<file path="config.mk">
export PLATFORM = sky130hd
export DESIGN_NAME = csma_tx_ctrl_flat
export DESIGN_NICKNAME = d
export VERILOG_FILES = /design/src/rtl/mac_pkg.sv /design/src/rtl/csma_tx_ctrl_if.sv /design/src/rtl/mac_cycle_timer.sv /design/src/rtl/csma_tx_ctrl.sv /design/src/flat_wrapper.sv
export SDC_FILE = /design/constraint.sdc
export NUM_CORES = 1
export LEC_CHECK = 0
export BUFFER_PORTS_ARGS = -buffer_cell sky130_fd_sc_hd__buf_2
export CAP_MARGIN = 20
export CORE_MARGIN = 2
export CORE_UTILIZATION = 62
export DETAILED_ROUTE_END_ITERATION = 8
export PLACE_DENSITY = 0.84
export SLEW_MARGIN = 10
export SYNTH_ARGS = -nofsm -noshare
export SYNTH_HDL_FRONTEND = slang
export SYNTH_HIERARCHICAL = 1
export SYNTH_SLANG_ARGS = --single-unit
</file>
<file path="constraint.sdc">
create_clock -name clock -period 6.4 [get_ports clock]
set_input_delay 0.32 -clock clock [delete_from_list [all_inputs] [get_ports clock]]
set_output_delay 0.32 -clock clock [all_outputs]
set_load 0.005 [all_outputs]
</file>
<file path="src/rtl/mac_pkg.sv">
// Shared MAC types and constants for the half-duplex transmit path.
package mac_pkg;

    localparam int unsigned RETRY_W       = 4;
    localparam int unsigned COLL_CNT_W    = 5;
    // Highest backoff exponent index; the random generator sizes its draw from this.
    localparam int unsigned BACKOFF_LIMIT = 9;

    typedef enum logic [2:0] {
        StIdle,
        StDefer,
        StIfg,
        StTransmit,
        StJam,
        StBoStart,
        StBoWait
    } csma_state_t;

    // Backoff exponent index for a given collision count: min(count-1, BACKOFF_LIMIT).
    function automatic logic [RETRY_W-1:0] retry_index(input logic [COLL_CNT_W-1:0] coll_cnt);
        logic [COLL_CNT_W-1:0] idx;
        if (coll_cnt == '0) begin
            return '0;
        end
        idx = coll_cnt - COLL_CNT_W'(1);
        if (idx > COLL_CNT_W'(BACKOFF_LIMIT)) begin
            return RETRY_W'(BACKOFF_LIMIT);
        end
        return idx[RETRY_W-1:0];
    endfunction

endpackage

</file>
<file path="src/rtl/csma_tx_ctrl_if.sv">
// Handshake bundle between the CSMA/CD controller and the TX datapath, PHY status and
// backoff generator. The controller takes the master side.
interface csma_tx_ctrl_if;
    import mac_pkg::*;

    logic                  tx_request;
    logic                  tx_done;
    logic                  carrier_sense;
    logic                  collision;
    logic                  backoff_done;
    logic                  tx_start;
    logic                  jam;
    logic                  backoff_init;
    logic [RETRY_W-1:0]    retry_count;
    logic                  tx_success;
    logic                  tx_abort;
    logic                  late_collision;
    logic [COLL_CNT_W-1:0] collision_count;

    modport master (
        input  tx_request, tx_done, carrier_sense, collision, backoff_done,
        output tx_start, jam, backoff_init, retry_count, tx_success, tx_abort,
               late_collision, collision_count
    );

    modport slave (
        output tx_request, tx_done, carrier_sense, collision, backoff_done,
        input  tx_start, jam, backoff_init, retry_count, tx_success, tx_abort,
               late_collision, collision_count
    );

endinterface

</file>
<file path="src/rtl/mac_cycle_timer.sv">
// Load/enable up-counter with a terminal-count compare; shared between IFG and jam timing.
module mac_cycle_timer #(
    parameter int unsigned Width = 5
) (
    input  logic             clk_i,
    input  logic             rst_ni,
    input  logic             load_i,
    input  logic             en_i,
    input  logic [Width-1:0] term_i,
    output logic [Width-1:0] count_o,
    output logic             tc_o
);

    logic [Width-1:0] count_q, count_d;

    // Load restarts from zero and takes priority over counting.
    always_comb begin
        count_d = count_q;
        if (load_i) begin
            count_d = '0;
        end else if (en_i) begin
            count_d = count_q + Width'(1);
        end
    end

    // Count register with synchronous active-low reset.
    always_ff @(posedge clk_i) begin
        if (!rst_ni) begin
            count_q <= '0;
        end else begin
            count_q <= count_d;
        end
    end

    assign count_o = count_q;
    assign tc_o    = (count_q == term_i);

endmodule

</file>
<file path="src/rtl/csma_tx_ctrl.sv">
// CSMA/CD transmit controller: deferral, inter-frame gap, collision jam, attempt counting
// and backoff handshake. All outputs are registered.
module csma_tx_ctrl
    import mac_pkg::*;
#(
    parameter int unsigned IFG_CYCLES   = 24,
    parameter int unsigned IFG_PART1    = 16,
    parameter int unsigned JAM_CYCLES   = 8,
    parameter int unsigned COLL_WINDOW  = 128,
    parameter int unsigned MAX_ATTEMPTS = 16
) (
    input  logic           clock,
    input  logic           reset,
    csma_tx_ctrl_if.master bus
);

    localparam int unsigned TimerMax = (IFG_CYCLES > JAM_CYCLES) ? IFG_CYCLES : JAM_CYCLES;
    localparam int unsigned TimerW   = $clog2(TimerMax + 1);
    localparam int unsigned WinW     = $clog2(COLL_WINDOW + 1);
    localparam logic [WinW-1:0] WinMax = WinW'(COLL_WINDOW);

    csma_state_t           state_q, state_d;
    logic [WinW-1:0]       win_q, win_d;
    logic                  late_q, late_d;
    logic [COLL_CNT_W-1:0] coll_cnt_q, coll_cnt_d;
    logic [RETRY_W-1:0]    retry_q, retry_d;
    logic                  tx_start_q, tx_start_d;
    logic                  jam_q, jam_d;
    logic                  bo_init_q, bo_init_d;
    logic                  success_q, success_d;
    logic                  abort_q, abort_d;
    logic                  late_coll_q, late_coll_d;

    logic                  tmr_load, tmr_en, tmr_tc;
    logic [TimerW-1:0]     tmr_term, tmr_count;

    mac_cycle_timer #(
        .Width (TimerW)
    ) u_timer (
        .clk_i   (clock),
        .rst_ni  (reset),
        .load_i  (tmr_load),
        .en_i    (tmr_en),
        .term_i  (tmr_term),
        .count_o (tmr_count),
        .tc_o    (tmr_tc)
    );

    // Next-state and registered-output decode.
    always_comb begin
        state_d     = state_q;
        win_d       = win_q;
        late_d      = late_q;
        coll_cnt_d  = coll_cnt_q;
        tx_start_d  = 1'b0;
        success_d   = 1'b0;
        abort_d     = 1'b0;
        late_coll_d = 1'b0;
        tmr_load    = 1'b0;
        tmr_en      = 1'b0;
        tmr_term    = TimerW'(IFG_CYCLES - 1);

        unique case (state_q)
            StIdle: begin
                if (bus.tx_request) begin
                    state_d    = StDefer;
                    coll_cnt_d = '0;
                end
            end
            StDefer: begin
                if (!bus.carrier_sense) begin
                    state_d  = StIfg;
                    tmr_load = 1'b1;
                end
            end
            StIfg: begin
                tmr_en = 1'b1;
                // Carrier only restarts deferral in the first part of the gap.
                if (bus.carrier_sense && (tmr_count < TimerW'(IFG_PART1))) begin
                    state_d = StDefer;
                end else if (tmr_tc) begin
                    state_d    = StTransmit;
                    tx_start_d = 1'b1;
                    win_d      = '0;
                end
            end
            StTransmit: begin
                if (win_q != WinMax) begin
                    win_d = win_q + WinW'(1);
                end
                // Collision beats a coincident tx_done.
                if (bus.collision) begin
                    state_d  = StJam;
                    tmr_load = 1'b1;
                    late_d   = (win_q == WinMax);
                    if (coll_cnt_q != '1) begin
                        coll_cnt_d = coll_cnt_q + COLL_CNT_W'(1);
                    end
                end else if (bus.tx_done) begin
                    state_d   = StIdle;
                    success_d = 1'b1;
                end
            end
            StJam: begin
                tmr_en   = 1'b1;
                tmr_term = TimerW'(JAM_CYCLES - 1);
                if (tmr_tc) begin
                    if (late_q) begin
                        state_d     = StIdle;
                        abort_d     = 1'b1;
                        late_coll_d = 1'b1;
                    end else if (coll_cnt_q == COLL_CNT_W'(MAX_ATTEMPTS)) begin
                        state_d = StIdle;
                        abort_d = 1'b1;
                    end else begin
                        state_d = StBoStart;
                    end
                end
            end
            StBoStart: begin
                state_d = StBoWait;
            end
            StBoWait: begin
                if (bus.backoff_done) begin
                    state_d = StDefer;
                end
            end
            default: begin
                state_d = StIdle;
            end
        endcase

        jam_d     = (state_d == StJam);
        bo_init_d = (state_d == StBoStart);

        // Exponent index is captured entering BO_START and held only while backing off.
        if (state_d == StBoStart) begin
            retry_d = retry_index(coll_cnt_q);
        end else if (state_d == StBoWait) begin
            retry_d = retry_q;
        end else begin
            retry_d = '0;
        end
    end

    // State and output registers, synchronous active-low reset.
    always_ff @(posedge clock) begin
        if (!reset) begin
            state_q     <= StIdle;
            win_q       <= '0;
            late_q      <= 1'b0;
            coll_cnt_q  <= '0;
            retry_q     <= '0;
            tx_start_q  <= 1'b0;
            jam_q       <= 1'b0;
            bo_init_q   <= 1'b0;
            success_q   <= 1'b0;
            abort_q     <= 1'b0;
            late_coll_q <= 1'b0;
        end else begin
            state_q     <= state_d;
            win_q       <= win_d;
            late_q      <= late_d;
            coll_cnt_q  <= coll_cnt_d;
            retry_q     <= retry_d;
            tx_start_q  <= tx_start_d;
            jam_q       <= jam_d;
            bo_init_q   <= bo_init_d;
            success_q   <= success_d;
            abort_q     <= abort_d;
            late_coll_q <= late_coll_d;
        end
    end

    assign bus.tx_start        = tx_start_q;
    assign bus.jam             = jam_q;
    assign bus.backoff_init    = bo_init_q;
    assign bus.retry_count     = retry_q;
    assign bus.tx_success      = success_q;
    assign bus.tx_abort        = abort_q;
    assign bus.late_collision  = late_coll_q;
    assign bus.collision_count = coll_cnt_q;

endmodule

</file>
<file path="src/flat_wrapper.sv">
// flat-port wrapper written by rule: the top's interface ports become plain ports
module csma_tx_ctrl_flat import mac_pkg::*;
#(
    parameter int unsigned IFG_CYCLES   = 24,
    parameter int unsigned IFG_PART1    = 16,
    parameter int unsigned JAM_CYCLES   = 8,
    parameter int unsigned COLL_WINDOW  = 128,
    parameter int unsigned MAX_ATTEMPTS = 16
)
  (clock, reset, bus_tx_request, bus_tx_done, bus_carrier_sense, bus_collision, bus_backoff_done, bus_tx_start, bus_jam, bus_backoff_init, bus_retry_count, bus_tx_success, bus_tx_abort, bus_late_collision, bus_collision_count);
  csma_tx_ctrl_if bus_i ();
  input  logic clock;
  input  logic reset;
  input wire logic [$bits(bus_i.tx_request)-1:0] bus_tx_request;
  input wire logic [$bits(bus_i.tx_done)-1:0] bus_tx_done;
  input wire logic [$bits(bus_i.carrier_sense)-1:0] bus_carrier_sense;
  input wire logic [$bits(bus_i.collision)-1:0] bus_collision;
  input wire logic [$bits(bus_i.backoff_done)-1:0] bus_backoff_done;
  output wire logic [$bits(bus_i.tx_start)-1:0] bus_tx_start;
  output wire logic [$bits(bus_i.jam)-1:0] bus_jam;
  output wire logic [$bits(bus_i.backoff_init)-1:0] bus_backoff_init;
  output wire logic [$bits(bus_i.retry_count)-1:0] bus_retry_count;
  output wire logic [$bits(bus_i.tx_success)-1:0] bus_tx_success;
  output wire logic [$bits(bus_i.tx_abort)-1:0] bus_tx_abort;
  output wire logic [$bits(bus_i.late_collision)-1:0] bus_late_collision;
  output wire logic [$bits(bus_i.collision_count)-1:0] bus_collision_count;
  assign bus_i.tx_request = bus_tx_request;
  assign bus_i.tx_done = bus_tx_done;
  assign bus_i.carrier_sense = bus_carrier_sense;
  assign bus_i.collision = bus_collision;
  assign bus_i.backoff_done = bus_backoff_done;
  assign bus_tx_start = bus_i.tx_start;
  assign bus_jam = bus_i.jam;
  assign bus_backoff_init = bus_i.backoff_init;
  assign bus_retry_count = bus_i.retry_count;
  assign bus_tx_success = bus_i.tx_success;
  assign bus_tx_abort = bus_i.tx_abort;
  assign bus_late_collision = bus_i.late_collision;
  assign bus_collision_count = bus_i.collision_count;
  csma_tx_ctrl #(.IFG_CYCLES(IFG_CYCLES), .IFG_PART1(IFG_PART1), .JAM_CYCLES(JAM_CYCLES), .COLL_WINDOW(COLL_WINDOW), .MAX_ATTEMPTS(MAX_ATTEMPTS)) u_core (.clock(clock), .reset(reset), .bus(bus_i));
endmodule
</file>
After elaboration in Yosys (flattened, before gate mapping)
Index checks and enable logic that the tools add are counted.
- register bits after elaboration: 32
- logic and storage cells: 95
- output and inout bits: 15
- magnitude comparators: 2
- add/sub/neg operators: 4
- mux-type cells: 40
- reductions and logical operators: 13
- eq/ne operators: 21
- bitwise gates (word level): 3
- operators by type and width (cell ; number):
    2-to-1 mux 3 bit ; 10
    2-to-1 mux 4 bit ; 6
    2-to-1 mux 8 bit ; 3
    one-hot mux 3 bit (7 select lines) ; 1
    2-to-1 mux 5 bit ; 4
    == test 3 bit (second input constant) ; 6
    one-hot mux 8 bit (2 select lines) ; 1
    2-to-1 mux 1 bit ; 13
    adder 5 x 1 -> 5 bit (second input constant) ; 2
    one-hot mux 5 bit (2 select lines) ; 1
    adder 8 x 1 -> 8 bit (second input constant) ; 1
    == test 8 bit (second input constant) ; 1
    != test 2 x 1 -> 1 bit (second input constant) ; 4
    != test 8 bit (second input constant) ; 1
    AND reduction 4 bit ; 2
    == test 3 x 2 -> 1 bit (second input constant) ; 2
    != test 2 bit (second input constant) ; 3
    OR reduction 3 bit ; 2
    == test 5 bit ; 1
    == test 5 bit (second input constant) ; 1
    greater-than comparator 5 x 4 -> 1 bit (second input constant) ; 1
    zero test 5 bit ; 1
    less-than comparator 5 bit (second input constant) ; 1
    != test 5 bit (second input constant) ; 1
    other kinds (10) ; 14

Depth between registers and ports, before layout
- depth in word-level cells: 13
- gate-level depth with buffers: 11

Modules after synthesis
Netlist, hierarchy kept.
- modules (own cells, without submodules) (module ; area an instance (um^2) ; cells an instance ; times used):
    csma_tx_ctrl ; 1649.1 ; 192 ; 1
    mac_cycle_timer ; 252.7 ; 27 ; 1

Least setup slack after synthesis
No wires, ideal clock.
- path kind: register to register
- start: reg u_core.state_q[1]
- end: reg u_core.win_q[2]
- required time: 6.280 ns
- arrival time: 2.177 ns
- path buffers: 1
- stages on the path, launching flop included: 11
- setup time: 0.120 ns
- slack: 4.103 ns
- cell sequence: dfxtp_1 -> buf_4 -> nor2_1 -> nand2_1 -> xnor2_1 -> nand3_1 -> nor3_1 -> a21oi_1 -> a2111oi_0 -> xnor2_1 -> nor2_1
- longest elaborated chain between the ends: 5
- RTL lines (element ; line ; source):
    start, declared ; csma_tx_ctrl.sv:22 ; csma_state_t state_q, state_d;
    start signal, assigned ; csma_tx_ctrl.sv:149 ; state_q <= StIdle;
    start signal, assigned ; csma_tx_ctrl.sv:161 ; state_q <= state_d;
    == test 3 bit ; csma_tx_ctrl.sv:63 ; unique case (state_q)
    2-to-1 mux 5 bit ; csma_tx_ctrl.sv:63 ;
    net u_core.tmr_term[4] ; csma_tx_ctrl.sv:35 ; logic [TimerW-1:0] tmr_term, tmr_count;
    == test 5 bit ; mac_cycle_timer.sv:36 ; assign tc_o = (count_q == term_i);
    net u_core.tmr_tc ; csma_tx_ctrl.sv:34 ; logic tmr_load, tmr_en, tmr_tc;
    != test 2 x 1 -> 1 bit (no line) ; -- ;
    AND reduction 4 bit (no line) ; -- ;
    end signal, assigned ; csma_tx_ctrl.sv:162 ; win_q <= win_d;
    end, declared ; csma_tx_ctrl.sv:23 ; logic [WinW-1:0] win_q, win_d;
The timed path passes the listed nets, and every way through them passes these cells.
A chain may end at the register's enable or synchronous reset.

Worst setup path in the final report
- start: reg u_core.state_q[0]
- end: reg u_core.win_q[2]
The elaborated chain is that of the path after synthesis.

==> flow_summary.json <==
{
  "status": "finished clean",
  "setup_tns_ns": 0,
  "pin_count": 22,
  "min_path_cells": 3,
  "routed_wl_um": 3810,
  "cts_setup_buffers": 0,
  "cts_max_level": 2,
  "port_buffers": 21,
  "synth-seq-area-share_pct": 33.7,
  "powerDensity_nw_per_um2": 171,
  "rows": 20,
  "track_usage_pct": 24.0,
  "synth_common_cells": "32 x dfxtp_1, 28 x nor2_1, 12 x xnor2_1, 11 x inv_1, 11 x nand2_1",
  "switchingPower_mw": 0.0880,
  "sequentialPowerShare_pct": 58.4,
  "crit_chain": "nor2_1 -> nand2_1 -> xnor2_1 -> nand3_1 -> nor3_1 -> a21oi_1 -> a2111oi_0 -> xnor2_1 -> nor2_1",
  "cts_buffer_depth": 2,
  "power_mw": 0.350,
  "cts.reportedPaths.clkPinSlew_ns": 0.10,
  "p_leak_nw": 0.876,
  "start_kind": "flop",
  "die_height_um": 59.4,
  "num-nets-final": 254,
  "layout_min_cycle_time_ns": 2.99,
  "fin_worst_skew_ns": 0.0102,
  "grt_max_degree": 20,
  "synth_top_area_share_pct": 33.7,
  "cp-end-kind": "flop",
  "syn_area_um2": 1900,
  "yosys_warnings": 6,
  "ys_ff_latch": 32,
  "tightest_slew_ns": 0.723,
  "routed_via_density": 5.99,
  "fin_util_pct": 68.6,
  "r2r.worst_path.cells": 9,
  "fillers": 250,
  "cpPeakStageDelay_ns": 0.68,
  "hold_viol": 0,
  "area_growth_pct": 7.37,
  "drt_first_pass_iters": 4,
  "final_cells": 274,
  "hold_buffers": 0,
  "crit_type": "reg -> reg",
  "gp_congestion": 0.911,
  "cts_tree": "built",
  "r2r_setup_slack_ns": 3.41,
  "cts_buffers": 5,
  "drv_cap": 0,
  "worstPathRequired_ns": 6.63,
  "drtIter0Drc": 99,
  "yosys.cell_count.top_type": "dfxtp_1",
  "rsz0062_at_grt": "false",
  "post-route-period-util_pct": 46.7,
  "cp_slowest_cell": "dfxtp_1",
  "cp.arrival_ns": 3.22,
  "p_sw_share_pct": 25.1,
  "vias": 1641,
  "fin_ws_ns": 3.41,
  "placed_cells": 266,
  "antennaDiodeCount": 0,
  "die_x_um": 59.4,
  "drc": 0,
  "design_area_um2": 2040,
  "avgSynthCellArea_um2": 8.68,
  "setup_violations": 0,
  "grt_pass1_wl_um": 6360,
  "drive_above_1_share_pct": 17.4,
  "async_reset_ff_share_pct": 0,
  "timing.fmax_mhz": 335,
  "p_comb_share_pct": 7.1,
  "regToRegEndpoint": "u_core/win_q[2]",
  "peakVddDrop_uv": 158,
  "synthCells": 219,
  "initial_core_util_pct": 63.9,
  "clkSinkCount": 32,
  "clkPwrFrac_pct": 34.6,
  "core_region_area_um2": 2980,
  "whs_ns": 0.238,
  "wl_per_cell_um": 13.9,
  "synth_edf_count": 0,
  "min_path_type": "in -> reg",
  "yosys-top-cells-area": "dfxtp_1 34%, nor2_1 5.5%, xnor2_1 5.5%",
  "ys.flop_type": "dfxtp_1",
  "clk_latency_ns": 0.34,
  "drv_slew": 0,
  "maxSlewHeadroom_pct": 51.5,
  "critPathMaxFanout": 19,
  "synth.largest_area_cell": "dfxtp_1",
  "r2r-start": "u_core/state_q[0]",
  "die_area_um2": 3530,
  "placed_area_um2": 1980,
  "root_buffer": "clkbuf_4",
  "gr-total-overflow": 0,
  "drtAntennaViolNets": 0,
  "antenna_found_initial": 0,
  "cp-endpoint": "u_core/win_q[2]",
  "grt_pass1_vias": 1462,
  "ys_types": 56,
  "crit_start": "u_core/state_q[0]",
  "pre_cts_slack_ns": 3.47,
  "p_int_mw": 0.262,
  "place_hpwl_um": 2810,
  "post_cts_resize_count": 0
}
-- cell usage in the layout (no fill, tap or decap), drive strengths merged, types with 2 or more instances in the layout --
cell and n:
or3 5, nand2 11, a211oi 2, nand3 8
nor2 28, inv 11, nand4bb 2, xnor2 12
or2b 2, nor2b 3, and3 7, a21oi 10
dfxtp 32, a22o 4, and4b 3, nand3b 2
conb 4, nand4 3, nand2b 7, nand4b 3
buf 21, nor4 3, clkbuf 6, xor2 6
nor3 6, a211o 2, o21ai 8, ha 7
a22oi 4, clkinv 2, mux2i 2
-- layout make-up --
class	instances	area [µm²]	area share, %
multi-input combinational	169	1150	56.4
clock buffer	6	51.3	2.51
inverter	11	41.3	2.02
sequential	32	641	31.4
timing repair buffer	21	105	5.15
clock inverter	2	10.0	0.490
tap	33	41.3	2.02
-- flip-flops by register name (all words and copies together) (netlist names), 3 cells and up --
register                    flops
u_core/state_q                  3
u_core/u_timer/count_o          5
u_core/bus.retry_count          4
u_core/bus.collision_count      5
u_core/win_q                    8
-- power groups by stage --
stage               Sequential (mW)  Combinational [mW]  Clock [mW]
CTS                           0.204              0.0244       0.126
detailed placement            0.209              0.0243           0
finish                        0.204              0.0247       0.121
global placement              0.209              0.0239           0
floorplan                     0.206              0.0213           0
global route                  0.205              0.0268       0.134
-- routing by layer --
| layer | track usage (%) | share of wire (%) |
|---|---|---|
| met1 | 28.4 | 44 |
| met2 | 39.1 | 47 |
| met3 | 6.55 | 5.6 |
| met4 | 13.0 | 2.7 |
| met5 | 0 | 0 |
-- worst max-delay path, delay by kind of cell (launching register included) --
family	cells	cell delay [ns]
AND/OR/NAND/NOR	5	1.03
AO/OA/AOI/OAI	2	0.88
flip-flops	1	0.68
XOR/XNOR	2	0.30
-- kinds of logic after synthesis --
kind of cell	synth area share, %
buffers and inverters	6.12
DFF	33.7
AOI/OAI and AO/OA	15.6
muxes	1.05
other	0.395
adders and majority gates	4.61
xor gates and xnor gates	8.29
and+or+nand+nor	30.3
-- worst min path at each step --
stage,start,endpoint,slack (ns)
after floorplan,bus_collision,u_core/bus.tx_success,0.40
after global placement,u_core/bus.retry_count[0],u_core/bus.retry_count[0],0.45
after detailed placement,u_core/bus.retry_count[3],u_core/bus.retry_count[3],0.46
final,bus_tx_done,u_core/bus.tx_success,0.24
after CTS,bus_tx_done,u_core/bus.tx_success,0.22
after global routing,bus_tx_done,u_core/bus.tx_success,0.24
Power figures use the tool's default switching activity.
